[src/rtl/mem_port_arbiter.sv]
// Two-way arbiter sharing one single-port memory between instruction fetch and load/store.
// Data wins by default; fetch is forced after STARVE_LIMIT data grants while it waits.
module mem_port_arbiter #(
    parameter int STARVE_LIMIT = 4,
    parameter int ADDR_W       = 32
) (
    input  logic              clk,
    input  logic              reset,
    input  logic              if_req,
    input  logic [ADDR_W-1:0] if_addr,
    output logic              if_valid,
    output logic [31:0]       if_rdata,
    input  logic              d_req,
    input  logic [ADDR_W-1:0] d_addr,
    input  logic [31:0]       d_wdata,
    input  logic [3:0]        d_wmask,
    input  logic              d_wen,
    output logic              d_valid,
    output logic [31:0]       d_rdata,
    output logic              mem_req,
    output logic [ADDR_W-1:0] mem_addr,
    output logic [31:0]       mem_wdata,
    output logic [3:0]        mem_wmask,
    output logic              mem_wen,
    input  logic              mem_ready,
    input  logic [31:0]       mem_rdata
);

    typedef enum logic [1:0] {IDLE, BUSY_I, BUSY_D} state_t;

    localparam logic [3:0] LIMIT = 4'(STARVE_LIMIT);

    state_t              state_reg, state_next;
    logic [3:0]          streak_reg, streak_next;
    logic                mem_req_reg, mem_req_next;
    logic [ADDR_W-1:0]   mem_addr_reg, mem_addr_next;
    logic [31:0]         mem_wdata_reg, mem_wdata_next;
    logic [3:0]          mem_wmask_reg, mem_wmask_next;
    logic                mem_wen_reg, mem_wen_next;
    logic                grant_d, grant_i;

    always_ff @(posedge clk) begin
        if (reset) begin
            state_reg     <= IDLE;
            streak_reg    <= '0;
            mem_req_reg   <= 1'b0;
            mem_addr_reg  <= '0;
            mem_wdata_reg <= '0;
            mem_wmask_reg <= '0;
            mem_wen_reg   <= 1'b0;
        end else begin
            state_reg     <= state_next;
            streak_reg    <= streak_next;
            mem_req_reg   <= mem_req_next;
            mem_addr_reg  <= mem_addr_next;
            mem_wdata_reg <= mem_wdata_next;
            mem_wmask_reg <= mem_wmask_next;
            mem_wen_reg   <= mem_wen_next;
        end
    end

    always_comb begin
        state_next     = state_reg;
        streak_next    = streak_reg;
        mem_req_next   = mem_req_reg;
        mem_addr_next  = mem_addr_reg;
        mem_wdata_next = mem_wdata_reg;
        mem_wmask_next = mem_wmask_reg;
        mem_wen_next   = mem_wen_reg;

        // Fetch only wins a contested slot once the streak has reached the limit.
        grant_d = d_req && (!if_req || (streak_reg < LIMIT));
        grant_i = if_req && !grant_d;

        case (state_reg)
            IDLE: begin
                if (grant_d) begin
                    state_next     = BUSY_D;
                    mem_req_next   = 1'b1;
                    mem_addr_next  = d_addr;
                    mem_wdata_next = d_wdata;
                    mem_wmask_next = d_wmask;
                    mem_wen_next   = d_wen;
                    if (if_req)
                        streak_next = (streak_reg >= LIMIT) ? LIMIT : streak_reg + 4'd1;
                    else
                        streak_next = '0;
                end else if (grant_i) begin
                    state_next     = BUSY_I;
                    mem_req_next   = 1'b1;
                    mem_addr_next  = if_addr;
                    mem_wmask_next = '0;
                    mem_wen_next   = 1'b0;
                    streak_next    = '0;
                end
            end
            BUSY_I, BUSY_D: begin
                if (mem_ready) begin
                    state_next   = IDLE;
                    mem_req_next = 1'b0;
                end
            end
            default: begin
                state_next   = IDLE;
                mem_req_next = 1'b0;
            end
        endcase
    end

    assign if_valid  = (state_reg == BUSY_I) && mem_ready;
    assign d_valid   = (state_reg == BUSY_D) && mem_ready;
    assign if_rdata  = mem_rdata;
    assign d_rdata   = mem_rdata;
    assign mem_req   = mem_req_reg;
    assign mem_addr  = mem_addr_reg;
    assign mem_wdata = mem_wdata_reg;
    assign mem_wmask = mem_wmask_reg;
    assign mem_wen   = mem_wen_reg;

endmodule

[config.mk]
export PLATFORM = sky130hd
export DESIGN_NAME = mem_port_arbiter
export DESIGN_NICKNAME = d
export VERILOG_FILES = /design/src/rtl/mem_port_arbiter.sv
export SDC_FILE = /design/constraint.sdc
export NUM_CORES = 1
export LEC_CHECK = 0
export BUFFER_PORTS_ARGS = -buffer_cell sky130_fd_sc_hd__buf_2
export CELL_PAD_IN_SITES_DETAIL_PLACEMENT = 2
export CELL_PAD_IN_SITES_GLOBAL_PLACEMENT = 2
export CORE_AREA = 2 2 144 146
export CTS_CLUSTER_DIAMETER = 120
export DETAILED_ROUTE_END_ITERATION = 8
export DIE_AREA = 0 0 146 148
export PLACE_DENSITY = 0.85
export SYNTH_ARGS = -nofsm -noshare
export SYNTH_HDL_FRONTEND = slang
export SYNTH_SLANG_ARGS = --single-unit
[constraint.sdc]
create_clock -name clk -period 1.3 [get_ports clk]
set_input_delay 0.13 -clock clk [delete_from_list [all_inputs] [get_ports clk]]
set_output_delay 0.13 -clock clk [all_outputs]
set_load 0.01 [all_outputs]
---- Word-level counts from Yosys, hierarchy flattened ----
Index checks and enable logic that the tools add are counted.
word-level totals
  bits in registers ....................... 76
  input bits .............................. 138
  output and inout port bits .............. 136
  word-level logic and storage cells ...... 44
operators by class
  $add $sub $neg .......................... 1
  magnitude comparators ................... 2
  equality and inequality tests ........... 4
  multiplexer cells ....................... 17
  reduce and logical (&&, ||, !) cells .... 13
operator list
  cell                                                  number
  two-way mux 32 bit                                    2
  two-way mux 4 bit                                     5
  two-way mux 2 bit                                     3
  AND reduction 2 bit                                   3
  two-way mux 1 bit                                     5
  adder 4 x 1 -> 4 bit (second input constant)          1
  >= comparator 4 x 3 -> 1 bit (second input constant)  1
  logical AND 1 bit                                     4
  < comparator 4 x 3 -> 1 bit (second input constant)   1
  one-hot mux 2 bit (2 select lines)                    1
  inequality test 3 bit (second input constant)         1
  == test 2 x 1 -> 1 bit (second input constant)        1
  == test 2 bit (second input constant)                 1
  logical NOT 1 bit                                     2
  logical NOT 2 bit                                     1
  inequality test 2 bit (second input constant)         1
  one-hot mux 1 bit (2 select lines)                    1
  nonzero test 2 bit                                    1
  OR reduction 2 bit                                    1
  logical OR 1 bit                                      1

---- Longest topological paths before layout ----
Gate-level depths: netlist of run 1.
  depth in word-level cells ............... 8
  gate-level depth with buffers ........... 7

---- Least setup slack after synthesis of run 1 ----
OpenSTA, ideal clock, no wires.
  path type ............................... register to register
  start ................................... register state_reg[0]
  end ..................................... register streak_reg[1]
  setup time .............................. 0.070 ns
  arrival time ............................ 1.315 ns
  path slack .............................. -0.086 ns
  stages on the path, launching flop included .. 7
  path through ............................ dfxtp_1 inv_1 ha_1 buf_4 o21ai_4 or4_1 a21oi_1
between the ends
  word-level cells in the longest chain between the ends .. 2
ends and longest elaborated chain
  element                               line  RTL
  start, declared                       33    state_t state_reg, state_next;
  start signal, assigned                52    state_reg <= state_next;
  logical NOT 2 bit                     75    case (state_reg)
  AND reduction 2 bit (no source line)  n/a
  end signal, assigned                  53    streak_reg <= streak_next;
  end, declared                         34    logic [3:0] streak_reg, streak_next;
Every way passes these cells.
A chain may end at the register's enable or synchronous reset.

---- Final worst setup path of run 1 ----
Ends and elaborated chain as after synthesis.

==> summary.md, run 1 <==
| Metric | Value |
|---|---|
| Status | `finished, violations left` |
| Violated checks | `negative setup slack` |
| Pre-CTS setup slack | `-140 ps` |
| Syn avg cell area | `8.28 µm²` |
| Warning count from the yosys run | `0` |
| Final net count | `712` |
| Seq/Total Area, Yosys | `40.3%` |
| Latest clock arrival within the worst-skew pair | `340 ps` |
| Clock Sink Count | `76` |
| Most frequent cells in the layout | `175 x buf_2, 74 x dfxtp_1, 72 x nand2_1` |
| Congestion Overflow GR | `0` |
| Mapped Area | `3770 µm²` |
| Largest net degree at the start of global routing | `69` |
| 1st-iter DRT viols | `109` |
| Synth top area cells | `dfxtp_1 40%, buf_4 13%, o21ai_0 8.9%` |
| Synthesis-stage register bit count | `76` |
| Depth of the CTS H-tree | `3` |
| Final setup margin | `-74.6 ps` |
| Vias/cell | `4.35` |
| TritonCTS Buffers | `9` |
| Layout cells sized above 1 | `43.7%` |
| Starting Density | `18.8%` |
| CP Data Arrival Time | `1650 ps` |
| Pwr Density | `1300 nW/µm²` |
| Startpoint Class | `register` |
| Die X | `146 µm` |
| Clock Tree Root | `clkbuf_16` |
| CTS tree | `yes` |
| Max Cap Violations | `0` |
| Worst Path Max Fanout | `4` |
| Row cnt | `52` |
| Critical path class | `register to register` |
| Non-Filler Cell Area, Final | `5180 µm²` |
| Die ar. | `21,600 µm²` |
| Unrepaired setup endpoints after global routing | `true` |
| Crit. End Element | `register` |
| Met3 Wirelength | `1050 µm` |
| Final slew viol count | `0` |
| Relative slew slack | `76.1%` |
| Worst hold path startpoint | `d_wdata[25]` |
| Fin crit share | `106%` |
| LEAKAGE | `2.31 nW` |
| Reg clk slew, reported paths | `60 ps` |
| Total GRT Usage | `13.3%` |
| RR Startpoint | `state_reg[0]` |
| DR pass1 iterations | `6` |
| Placed inst area | `4590 µm²` |
| N_diodes | `0` |
| RePlAce Congestion | `0.742` |
| Synth Net Count | `598` |
| Final wirelength | `14,800 µm` |
| Die Height | `148 µm` |
| Worst min path class | `primary input to register` |
| Metal2 WL | `7420 µm` |
| DR vias | `3,673` |
| Commonest non-fill, non-tap cell in the layout | `buf_2` |
| Setup violators final | `50` |
| Uppermost layer routed | `met4` |
| Post-layout min period | `1370 ps` |
| Cts hold-fix bufs | `0` |
| Count of cell types in the netlist | `27` |
| IO buf count | `177` |
| DRC violation count after routing | `0` |
| I/O pin count | `274` |
| Initial antenna violation count | `0` |
| Slew @ Worst Pin | `359 ps` |
| Cells after Synth | `456` |
| Post-synth top area share | `40.3%` |
| Vias in the first global route | `4,091` |
| Area growth from synthesis to layout | `37.4%` |
| ANT nets after route | `0` |
| Worst clock skew | `6.20 ps` |
| Met1 wire length | `5980 µm` |
| Bufs on Longest Clock Path | `2` |
| Post-synth top area cell | `dfxtp_1` |
| Final hold viol count | `0` |
| CP Data Required Time | `1570 ps` |
| Peak supply drop | `529 µV` |
| Critical Path Start | `state_reg[0]` |
| Core area | `20,000 µm²` |
| First-pass GRT wire length | `22,500 µm` |
| Avg WL per Cell | `17.5 µm` |
| Peak Freq | `728 MHz` |
| DP HPWL | `9930 µm` |
worst max-delay path, cell delays in order, from the launching register on:
cell     delay [ps]
dfxtp_2         330
inv_2            80
ha_4            160
buf_4           120
o21ai_4          80
or4_1           420
a21oi_1         130
cells in the mapped netlist (all sizes together):
library cell	number
a21oi	42
nand2	72
clkbuf	22
ha	4
o21ai	69
a31oi	32
or4	1
o211ai	1
nor2b	1
nand4	6
o21a	2
and3	3
and2	2
nand3	2
mux2i	32
a32o	1
buf	81
nand2b	1
clkinv	1
dfxtp	76
nor3b	2
inv	3
per-stage QoR:
stage / total power [W] / hold slack [ps] / std cells / TNS [ps] / utilization (%)
after global placement: 0.00416 / 260 / 822 / -1040 / 22.9
after floorplan: 0.00370 / 272 / 456 / -836 / -
after CTS: 0.00685 / 19.5 / 844 / -1490 / 25.5
after global routing: 0.00714 / 30.1 / 845 / -7020 / 25.9
final: 0.00674 / 34.6 / 845 / -1220 / 25.9
after detailed placement: 0.00422 / 260 / 822 / -4370 / 22.9
routing by layer:
layer	GRT usage (%)	up-vias
li1	-	1744
met1	14.5	1762
met2	24.0	134
met3	4.88	33
met4	4.61	0
met5	0	-
report_power, final:
part / switching [W] / internal, W
Combinational: 0.000882 / 0.000781
Clock: 0.00109 / 0.00128
Sequential: 0.000123 / 0.00258
Total: 0.00210 / 0.00464
worst paths after layout:
kind / end / slack [ps] / cells after the start
max: streak_reg[1] / -70 / 6
min: mem_wdata[25] / 30 / 3
max reg2reg: streak_reg[1] / -70 / 6
min reg2reg: mem_wdata[30] / 460 / 2
final cells by class:
type / count / area [µm²]
clock inverters: 7 / 43.8
flip-flops and latches: 76 / 1520
inverters: 4 / 15.0
fillers: 2375 / 14900
repair buffers: 206 / 1320
multi-input cells: 273 / 1720
clock buffers: 9 / 225
well taps: 270 / 338
cells by family after synthesis:
logic type	count (synthesis)	synth area share (%)
adder cells (fa/ha/maj)	4	1.33
flip-flops	76	40.3
multiplexers	32	8.49
buffers and inverters	107	18.4
AND/OR/NAND/NOR	90	10.2
AO/OA/AOI/OAI	147	21.3
repair_timing:
action                                  in CTS  in global routing
resized for setup                           27                 12
endpoints found under the setup margin      71                 77
gates cloned                                 3                  1
buffers inserted                             3                  1
pin swaps                                    9                  2
Note: power is estimated with default switching activity, not from simulation.
==> inputs of run 2 (changes only) <==
Settings changed: SETUP_SLACK_MARGIN from default to 0.2.
==> run 2 against run 1 <==
Against the previous run: the flow still finishes with violations (negative setup slack); sequential power hardly changed; flip-flop and latch count stayed put; sequential share of layout area is 1.0 points lower; largest power group is now the clock network; highest routed layer unchanged.
==> summary.md, run 2 (synthesis results as in run 1) <==
| Metric | Value |
|---|---|
| Max Cap Violations | `0 (unchanged)` |
| Total GRT Usage | `13.6% (+0.29 points)` |
| Setup violators final | `41 (-18%)` |
| Reg clk slew, reported paths | `70 ps (about the same)` |
| Area growth from synthesis to layout | `42.5%` |
| Violated checks | `negative setup slack` |
| Worst r2r path cells | `5 (-1)` |
| DR pass1 iterations | `4 (-2)` |
| Latest clock arrival within the worst-skew pair | `340 ps (about the same)` |
| Die ar. | `21,600 µm² (unchanged)` |
| Hold path cells | `3 (unchanged)` |
| Row cnt | `52 (unchanged)` |
| I/O pin count | `274 (unchanged)` |
| Critical path buffers and inverters | `2 (unchanged)` |
| Non-Filler Cell Area, Final | `5380 µm² (+3.7%)` |
| Layout cells sized above 1 | `46.2% (+2.5 points)` |
| CP Data Arrival Time | `1650 ps (about the same)` |
| Final cell utilization of the core | `26.8% (+0.96 points)` |
| RePlAce Congestion | `0.754 (+1.6%)` |
| Fin crit share | `106% (+0.21 points)` |
| Slowest CP cell | `dfxtp_2` |
| Vias/cell | `4.40 (+1.3%)` |
| Avg WL per Cell | `17.5 µm (+0.25%)` |
| Startpoint Class | `register` |
| Peak Freq | `726 MHz (-0.20%)` |
| Clock Tree Root | `clkbuf_16` |
| TritonCTS Buffers | `9 (unchanged)` |
| Critical path class | `register to register` |
| DR vias | `3,769 (+2.6%)` |
| Congestion Overflow GR | `0 (unchanged)` |
| Depth of the CTS H-tree | `3 (unchanged)` |
| Die Height | `148 µm (unchanged)` |
| Crit-path cells | `inv_4 -> ha_4 -> and3_4 -> buf_12 -> mux2i_2` |
| Non-Filler Instances | `856 (+1.3%)` |
| Final net count | `722 (+1.4%)` |
| Placed inst area | `4670 µm² (+1.7%)` |
| Core area | `20,000 µm² (unchanged)` |
| Commonest non-fill, non-tap cell in the layout | `buf_2` |
| Crit. End Element | `register` |
| Most frequent cells in the layout | `176 x buf_2, 72 x dfxtp_1, 66 x nand2_1` |
| Status | `finished, violations left` |
| Worst R2R Setup Slack | `-80 ps (about the same)` |
| Number of fill cells | `2,339 (-1.5%)` |
| Worst hold endpoint | `mem_wdata[24]` |
| Pre-CTS setup slack | `-48.2 ps (+91.6 ps)` |
| Starting Density | `18.8% (unchanged)` |
| First-pass GRT wire length | `22,800 µm (+1.4%)` |
| Die X | `146 µm (unchanged)` |
| Final hold viol count | `0 (unchanged)` |
| Clock Sink Count | `76 (unchanged)` |
| Unrepaired setup endpoints after global routing | `true` |
| Worst hold path startpoint | `d_wdata[24]` |
| RR Startpoint | `state_reg[0]` |
| WP depth | `5 (-1)` |
| 1st-iter DRT viols | `58 (-47%)` |
| Worst clock skew | `9.41 ps (+3.20 ps)` |
| CP max stage delay | `340 ps (-80 ps)` |
| Peak supply drop | `525 µV (-0.77%)` |
| Largest net degree at the start of global routing | `46 (-33%)` |
| Worst min path class | `primary input to register` |
| Bufs on Longest Clock Path | `2 (unchanged)` |
| Pwr Density | `1360 nW/µm² (+4.3%)` |
| CP Data Required Time | `1570 ps (about the same)` |
| Placed cells | `830 (+0.97%)` |
| DRC violation count after routing | `0 (unchanged)` |
| ANT nets after route | `0 (unchanged)` |
| Sum Neg Setup Slack | `-1670 ps (-449 ps)` |
| Cts hold-fix bufs | `0 (unchanged)` |
| Vias in the first global route | `4,170 (+1.9%)` |
| Initial antenna violation count | `1 (+1)` |
| Reg2reg end | `mem_wdata[9]` |
| DP HPWL | `10,600 µm (+6.8%)` |
| Final wirelength | `15,000 µm (+1.6%)` |
| IO buf count | `177 (unchanged)` |
| LEAKAGE | `2.43 nW (+5.1%)` |
| Area of the multi-input gates | `1750 µm² (+2.0%)` |
| Final slew viol count | `0 (unchanged)` |
| Final setup margin | `-77.3 ps (-2.77 ps)` |
| Register Area | `1530 µm² (+0.16%)` |
| Post-layout min period | `1380 ps (+2.77 ps)` |
| Slew @ Worst Pin | `328 ps (-30.8 ps)` |
| Worst Path Max Fanout | `7 (+3)` |
| CTS tree | `yes` |
| Family with the most delay on the worst path | `flip-flops` |
| Relative slew slack | `78.1% (+2.0 points)` |
run 2: report_power, final:
part           internal, W  switching (W)  leakage, nW
clock              0.00169        0.00112        0.152
combinational     0.000851       0.000924         1.64
sequential         0.00258       0.000128        0.629
total              0.00512        0.00217         2.43
run 2: worst max-delay path by stage:
stage / from / end / slack, ps
3_3_place_gp: state_reg[1] / mem_wdata[26] / 20
2_1_floorplan: streak_reg[0] / streak_reg[1] / 50
6_report: state_reg[0] / mem_wdata[9] / -80
4_1_cts: state_reg[1] / d_valid / -70
5_1_grt: state_reg[0] / mem_wdata[23] / -130
3_5_place_dp: streak_reg[0] / streak_reg[1] / -50
run 2: layout make-up:
cell class	count	area share, %
well taps	270	6.28
flip-flops and latches	76	28.4
repair buffers	216	26.3
inverters	4	0.372
multi-input cells	273	32.6
diodes	1	0.0465
clock inverters	7	1.81
clock buffers	9	4.19
run 2: per-stage QoR:
step | hold WS (ps) | power [W]
after floorplan | 272 | 0.00373
after global placement | 260 | 0.00418
after detailed placement | 260 | 0.00425
after CTS | 10.8 | 0.00732
after global routing | 24.4 | 0.00770
final | 30.8 | 0.00729
run 2: tightest hold or removal path, stage by stage:
cell,delay [ps]
buf_2,90
nand2_1,50
mux2i_1,60
run 2: per-layer routing:
metal  up-vias  routed length (µm)  track usage [%]
met5         -                   0                0
met4         0                 431             5.83
met3        38                1060             4.51
met2       144                7580             24.9
met1      1824                5920             14.3
li1       1763                   -                -
run 2: repair_timing:
item,in CTS,in global routing
gates resized for setup,30,30
endpoints found under the setup margin,78,78
cloned,3,1
pin swaps,10,8
setup buffers,3,2
